--- src/rtl/guv_cmd_pkg.sv ---
// guv_cmd_pkg: command word layout, sequencer states and op-field helpers shared by
// the sequencer, control_FSM and datapath.
package guv_cmd_pkg;

   localparam int CMD_W        = 29;
   localparam int B_CONT_EN    = 0;
   localparam int B_PAUSE      = 1;
   localparam int B_RSVD       = 2;
   localparam int B_DROP_RDATA = 3;
   localparam int B_DROP_WDATA = 4;
   localparam int B_INJ_RDATA  = 5;
   localparam int B_INJ_WDATA  = 6;
   localparam int B_LOG        = 7;
   localparam int B_OPND       = 8;

   // Positions inside the packed completion-pulse vector handed to op_done_sel.
   localparam int D_DROP   = 0;
   localparam int D_INJECT = 1;
   localparam int D_LOG    = 2;
   localparam int D_PAUSE  = 3;

   typedef enum logic [1:0] {IDLE, ISSUE, RELEASE, GAP} seq_state_t;

   // A legal op field has exactly one bit set among [7:1], and that bit is not the reserved bit.
   function automatic logic op_legal(input logic [CMD_W-1:0] cmd);
      logic [6:0] op;
      op = cmd[B_LOG:B_PAUSE];
      return !cmd[B_RSVD] && (op != 7'd0) && ((op & (op - 7'd1)) == 7'd0);
   endfunction

   // High when the completion pulse that belongs to this command's op is present.
   function automatic logic op_done_sel(input logic [CMD_W-1:0] cmd, input logic [3:0] done);
      return ((cmd[B_DROP_RDATA] | cmd[B_DROP_WDATA]) & done[D_DROP])
           | ((cmd[B_INJ_RDATA]  | cmd[B_INJ_WDATA])  & done[D_INJECT])
           | (cmd[B_LOG]   & done[D_LOG])
           | (cmd[B_PAUSE] & done[D_PAUSE]);
   endfunction

endpackage

--- src/rtl/guv_rr_arbiter.sv ---
// guv_rr_arbiter: N-way round-robin arbiter; the pointer moves to the winner on accept.
module guv_rr_arbiter #(
   parameter int N  = 2,
   parameter int IW = (N > 1) ? $clog2(N) : 1
) (
   input  logic          clk_i,
   input  logic          rst_ni,
   input  logic [N-1:0]  req_i,
   input  logic          accept_i,
   output logic [N-1:0]  gnt_o,
   output logic [IW-1:0] gnt_id_o,
   output logic          valid_o
);

   logic [IW-1:0] ptr_q, ptr_d;

   // Search starts one past the pointer so the last winner has the lowest priority.
   always_comb begin
      valid_o  = 1'b0;
      gnt_id_o = ptr_q;
      for (int i = 1; i <= N; i++) begin
         if (!valid_o && req_i[(int'(ptr_q) + i) % N]) begin
            valid_o  = 1'b1;
            gnt_id_o = IW'((int'(ptr_q) + i) % N);
         end
      end
      gnt_o = valid_o ? (N'(1) << gnt_id_o) : '0;
      ptr_d = (accept_i && valid_o) ? gnt_id_o : ptr_q;
   end

   // Pointer starts at N-1 so requester 0 wins first after reset.
   always_ff @(posedge clk_i or negedge rst_ni) begin
      if (!rst_ni) ptr_q <= IW'(N - 1);
      else         ptr_q <= ptr_d;
   end

endmodule

--- src/rtl/guv_cmd_sequencer.sv ---
// guv_cmd_sequencer: round-robin command sequencer in front of control_FSM.
// Optional macro GUV_SEQ_TIMEOUT_EN adds a completion-wait timeout (err_timeout).
module guv_cmd_sequencer
   import guv_cmd_pkg::*;
#(
   parameter int N_REQ          = 2,
   parameter int HOLD_W         = 16,
   parameter int GAP_CYCLES     = 2,
   parameter int TIMEOUT_CYCLES = 1024,
   localparam int GW            = (N_REQ > 1) ? $clog2(N_REQ) : 1
) (
   input  logic                     CLOCK_50,
   input  logic                     rst_n,
   input  logic [N_REQ-1:0]         req_valid,
   input  logic [N_REQ*CMD_W-1:0]   req_cmd,
   input  logic [N_REQ*HOLD_W-1:0]  req_hold,
   output logic [N_REQ-1:0]         req_ready,
   input  logic                     done_START,
   input  logic                     done_DONE_DROP,
   input  logic                     done_DONE_INJECT,
   input  logic                     done_DONE_LOG,
   input  logic                     done_DONE_PAUSE,
   input  logic                     abort,
   input  logic                     err_clr,
   output logic [CMD_W-1:0]         cmd_out_TDATA,
   output logic                     busy,
   output logic [GW-1:0]            grant_id,
   output logic                     err_badcmd,
   output logic                     err_timeout
);

   localparam int GCW = $clog2(GAP_CYCLES + 1);

   if (N_REQ < 1 || N_REQ > 8 || GAP_CYCLES < 1 || TIMEOUT_CYCLES < 1) begin : g_param_chk
      $error("guv_cmd_sequencer: parameter out of range");
   end

   seq_state_t        state_q, state_d;
   logic [CMD_W-1:1]  cmd_q, cmd_d;
   logic [HOLD_W-1:0] hcnt_q, hcnt_d;
   logic [GCW-1:0]    gcnt_q, gcnt_d;
   logic [GW-1:0]     gid_q, gid_d;
   logic              bad_q, bad_d, bad_set;
   logic              tmo_set;
   logic [N_REQ-1:0]  arb_gnt;
   logic [GW-1:0]     arb_id;
   logic              arb_valid;
   logic [CMD_W-1:0]  cmd_sel;
   logic              done_hit;

   guv_rr_arbiter #(.N(N_REQ), .IW(GW)) u_arb (
      .clk_i    (CLOCK_50),
      .rst_ni   (rst_n),
      .req_i    (req_valid),
      .accept_i (state_q == IDLE),
      .gnt_o    (arb_gnt),
      .gnt_id_o (arb_id),
      .valid_o  (arb_valid)
   );

   assign cmd_sel  = req_cmd[arb_id*CMD_W +: CMD_W];
   assign done_hit = op_done_sel({cmd_q, 1'b0},
                                 {done_DONE_PAUSE, done_DONE_LOG, done_DONE_INJECT, done_DONE_DROP});

`ifdef GUV_SEQ_TIMEOUT_EN
   logic [31:0] wcnt_q, wcnt_d;
   logic        tmo_hit, tmo_q, tmo_d;
   logic        waiting;

   assign waiting = (state_q == RELEASE) || (state_q == ISSUE && hcnt_q == '0);
   assign tmo_hit = waiting && (wcnt_q == 32'(TIMEOUT_CYCLES - 1));

   // Wait counter restarts on every state change and only advances while waiting for completion.
   always_comb begin
      wcnt_d = (waiting && state_d == state_q) ? wcnt_q + 32'd1 : 32'd0;
      tmo_d  = tmo_set | (tmo_q & ~err_clr);
   end

   // Timeout counter and sticky timeout error.
   always_ff @(posedge CLOCK_50 or negedge rst_n) begin
      if (!rst_n) begin
         wcnt_q <= '0;
         tmo_q  <= 1'b0;
      end else begin
         wcnt_q <= wcnt_d;
         tmo_q  <= tmo_d;
      end
   end

   assign err_timeout = tmo_q;
`else
   assign err_timeout = 1'b0;
`endif

   // Next-state logic: grant/latch in IDLE, hold or wait for done in ISSUE, wait for START in RELEASE.
   always_comb begin
      state_d = state_q;
      cmd_d   = cmd_q;
      hcnt_d  = hcnt_q;
      gid_d   = gid_q;
      bad_set = 1'b0;
      tmo_set = 1'b0;
      gcnt_d  = (state_q == GAP) ? gcnt_q + GCW'(1) : '0;
      case (state_q)
         IDLE: if (arb_valid) begin
            cmd_d   = cmd_sel[CMD_W-1:1];
            hcnt_d  = req_hold[arb_id*HOLD_W +: HOLD_W];
            gid_d   = arb_id;
            bad_set = !op_legal(cmd_sel);
            state_d = op_legal(cmd_sel) ? ISSUE : GAP;
         end
         ISSUE: begin
            hcnt_d = (hcnt_q > HOLD_W'(1)) ? hcnt_q - HOLD_W'(1) : hcnt_q;
            if (abort || hcnt_q == HOLD_W'(1) || (hcnt_q == '0 && done_hit)) state_d = RELEASE;
`ifdef GUV_SEQ_TIMEOUT_EN
            else if (tmo_hit) begin
               state_d = GAP;
               tmo_set = 1'b1;
            end
`endif
         end
         RELEASE: begin
            if (done_START) state_d = GAP;
`ifdef GUV_SEQ_TIMEOUT_EN
            else if (tmo_hit) begin
               state_d = GAP;
               tmo_set = 1'b1;
            end
`endif
         end
         default: if (gcnt_q == GCW'(GAP_CYCLES - 1)) state_d = IDLE;
      endcase
      bad_d = bad_set | (bad_q & ~err_clr);
   end

   // Sequencer state, latched command and counters.
   always_ff @(posedge CLOCK_50 or negedge rst_n) begin
      if (!rst_n) begin
         state_q <= IDLE;
         cmd_q   <= '0;
         hcnt_q  <= '0;
         gcnt_q  <= '0;
         gid_q   <= '0;
         bad_q   <= 1'b0;
      end else begin
         state_q <= state_d;
         cmd_q   <= cmd_d;
         hcnt_q  <= hcnt_d;
         gcnt_q  <= gcnt_d;
         gid_q   <= gid_d;
         bad_q   <= bad_d;
      end
   end

   assign req_ready     = (state_q == IDLE) ? arb_gnt : '0;
   assign cmd_out_TDATA = (state_q == ISSUE)   ? {cmd_q, 1'b1} :
                          (state_q == RELEASE) ? {cmd_q, 1'b0} : '0;
   assign busy          = (state_q != IDLE);
   assign grant_id      = gid_q;
   assign err_badcmd    = bad_q;

endmodule
--- config.mk ---
export PLATFORM = sky130hd
export DESIGN_NAME = guv_cmd_sequencer
export DESIGN_NICKNAME = d
export VERILOG_FILES = /design/src/rtl/guv_cmd_pkg.sv /design/src/rtl/guv_rr_arbiter.sv /design/src/rtl/guv_cmd_sequencer.sv
export SDC_FILE = /design/constraint.sdc
export NUM_CORES = 1
export LEC_CHECK = 0
export CAP_MARGIN = 20
export CORE_MARGIN = 2
export CORE_UTILIZATION = 47
export DETAILED_ROUTE_END_ITERATION = 12
export PLACE_DENSITY = 0.84
export RECOVER_POWER = 50
export SYNTH_ARGS = -nofsm -noshare
export SYNTH_HDL_FRONTEND = slang
export SYNTH_SLANG_ARGS = --single-unit
--- constraint.sdc ---
create_clock -name CLOCK_50 -period 4.8 [get_ports CLOCK_50]
set_input_delay 0.96 -clock CLOCK_50 [delete_from_list [all_inputs] [get_ports CLOCK_50]]
set_output_delay 0.96 -clock CLOCK_50 [all_outputs]
set_load 0.01 [all_outputs]
==> metrics.cfg <==
[finish]
multiInputGateArea_sq_um = 1843
final_cell_mix = clkdlybuf4s50_1 (128), dfrtp_1 (50), o21ai_0 (47)
final_common_cell = clkdlybuf4s50_1
nNetsFinal = 592
ff_latch_area_sq_um = 1277
syn2layout_area_growth_pct = 45.16
design_area_sq_um = 4693
fillers = 526
drive_gt1_frac = 0.06598

[place]
gp_congestion = 0.8528
hpwl_um = 6659
place.port_buffers = 132
post-place-ws_ns = 1.035
place_area_sq_um = 4616

[min_path]
min-delay-path-class = register to register
hold_path_end = gcnt_q[0]
holdCritStartpoint = gcnt_q[0]
holdPathStages = 1

[timing]
finClkSkew_ns = 0.01416
holdWs_ns = 0.4573
min_period_over_period = 0.7996
rsz0062_at_grt = false
hold_viol_final = 0
fmax_ghz = 0.2605
finalSetupTns_ns = 0
fin_ws_ns = 0.9619
maxSlewHeadroom = -0.8256
setup_viol = 0
layout_min_cycle_time_ns = 3.838
slew_viol_final = 52
worstMarginPinSlew_ns = 2.738

[logic_synthesis]
synth_flop_cell = dfrtp_1
synth_largest_area_cell = dfrtp_1
yosysWarnings = 0
synth_top_cell_area_share = 0.3870
avgSynthCellArea_sq_um = 9.006
async_reset_ff_frac = 1.000
synth_nets = 467
netlist_area_sq_um = 3233
synth.area.top_cells = dfrtp_1 (39%), mux2i_1 (11%), o21ai_0 (7.3%)
synth-seq-cells = 51
yosysUniqueCellTypes = 57
ys_seq_area_frac = 0.3951
synth_cells = 359
synth_edf_count = 0

[floorplanning]
core_area_sq_um = 6719
die_y_um = 86.94
initial_core_util = 0.4812
rows = 30
die-area_sq_um = 7559
pin_count = 136
dieWidth_um = 86.94

[cts]
cts_hold_buf = 0
cts_resized = 0
cts_root_buf = clkbuf_8
cts.sinks = 51
cts_tree = done
postCtsSetupBuffers = 0
clk_pin_slew_ns = 0.08
cts_max_level = 2
numCtsBuffers = 5
ctsLongestPathBuffers = 2
worstSkewPairLatency_ns = 0.31

[pwr]
p_seq_frac = 0.306
peakVddDrop_mv = 0.3928
switching_share = 0.4219
power_leakage_nw = 1.929
clkPwrFrac = 0.093
powerDensity_nw_per_um2 = 561.4
p_comb_frac = 0.600
switching_power_mw = 1.112
p_int_mw = 1.523

[critical_path]
cp.arrival_ns = 2.88
r2r_end = hcnt_q[14]
endpoint_kind = output pin
ff2ff_path_depth = 8
crit_type = input pin to output pin
start_kind = input pin
timing.rr.start = state_q[1]
critical_path_required_ns = 3.84
crit_fanout = 30
rrSetupSlack_ns = 2.04

[grt]
grt_usage = 0.2357
grt_pass1_wl_um = 14220
grt_max_degree = 52
grt.overflow.total = 0
grt_pass1_vias = 3055
antenna_found_initial = 1

[job]
max_cap_viol_count = 1

[detailed_routing]
ant_nets = 0
vias = 3180
wirelength_um = 8877
wire_per_inst_um = 15.68
drt-vias-per-instance = 5.618
detail_route.first_pass.iterations = 4
first_iter_violations = 209
drc = 0

[run_status]
status = finished, violations left
violations = capacitance limit, slew limit

flip-flops by register name, summed over array words and instances (netlist names):
register     cells
hcnt_q          16
cmd_q           28
state_q          2
gcnt_q           2
u_arb.ptr_q      1
err_badcmd       1
grant_id         1
metal layers:
metal  track usage  vias up  wire (um)  part of all wire
met4       0.08807        0        278             0.031
met3       0.02559       20        431             0.049
met1        0.2928     1510       3644              0.41
met5             0        -          0                 0
met2        0.4192      107       4523              0.51
li1              -     1543          -                 -
through the flow:
step	std cells	power, mW	utilization
after floorplan	359	1.795	-
after global placement	557	2.331	0.6870
after detailed placement	557	2.396	0.6870
after CTS	565	2.649	0.6996
after global routing	566	2.854	0.6985
final	566	2.635	0.6985
layout make-up:
cell class | count | share of cell area
Inverter | 9 | 0.007198
Multi-Input combinational cell | 279 | 0.3927
Timing Repair Buffer | 138 | 0.2879
Clock buffer | 6 | 0.01546
Antenna cell | 1 | 0.0005332
Sequential cell | 51 | 0.2722
Tap cell | 80 | 0.02133
Clock inverter | 2 | 0.002666
power by group through the flow:
| stage | combinational [mW] | clock (mW) | sequential, mW |
|---|---|---|---|
| after CTS | 1.59 | 0.251 | 0.806 |
| after global routing | 1.75 | 0.269 | 0.836 |
| final | 1.58 | 0.246 | 0.807 |
| after detailed placement | 1.58 | 0 | 0.812 |
| after global placement | 1.54 | 0 | 0.795 |
| after floorplan | 1.02 | 0 | 0.773 |
how the worst max path moves through the flow:
stage / from / to / slack (ns)
after floorplan: req_valid[1] / req_ready[1] / 2.07
after global placement: req_valid[0] / req_ready[1] / 1.12
after detailed placement: req_valid[0] / req_ready[1] / 1.04
after CTS: req_valid[0] / req_ready[1] / 1.03
after global routing: req_valid[0] / req_ready[1] / 0.84
final: req_valid[0] / req_ready[1] / 0.96
Yosys cell counts (all sizes together), types with 2 or more instances:
cell type	n
dfrtp	50
o21ai	50
nand2	42
mux2i	36
nor2b	31
nor2	17
a21oi	10
buf	10
clkbuf	10
inv	9
a22o	7
ha	7
nor3	7
nor4	7
mux2	6
nand3	6
o22ai	5
a21o	3
a31oi	3
o32ai	3
or2	3
a22oi	2
a2bb2oi	2
and3	2
nand2b	2
nand3b	2
nand4	2
nor3b	2
or3	2
xor2	2
critical path: stages:
cell,delay [ns]
dlygate4sd3_1,0.62
o21ai_4,0.56
nor2_1,0.20
clkdlybuf4s50_1,0.53
cell families after synthesis:
logic type | share of synthesized area
other | 0.001160
adders and majority gates | 0.03018
and+or+nand+nor | 0.2047
DFF | 0.3951
AOI/OAI and AO/OA | 0.1916
muxes | 0.1324
xor gates and xnor gates | 0.005419
buffers and inverters | 0.03947
Power figures use the tool's default switching activity.
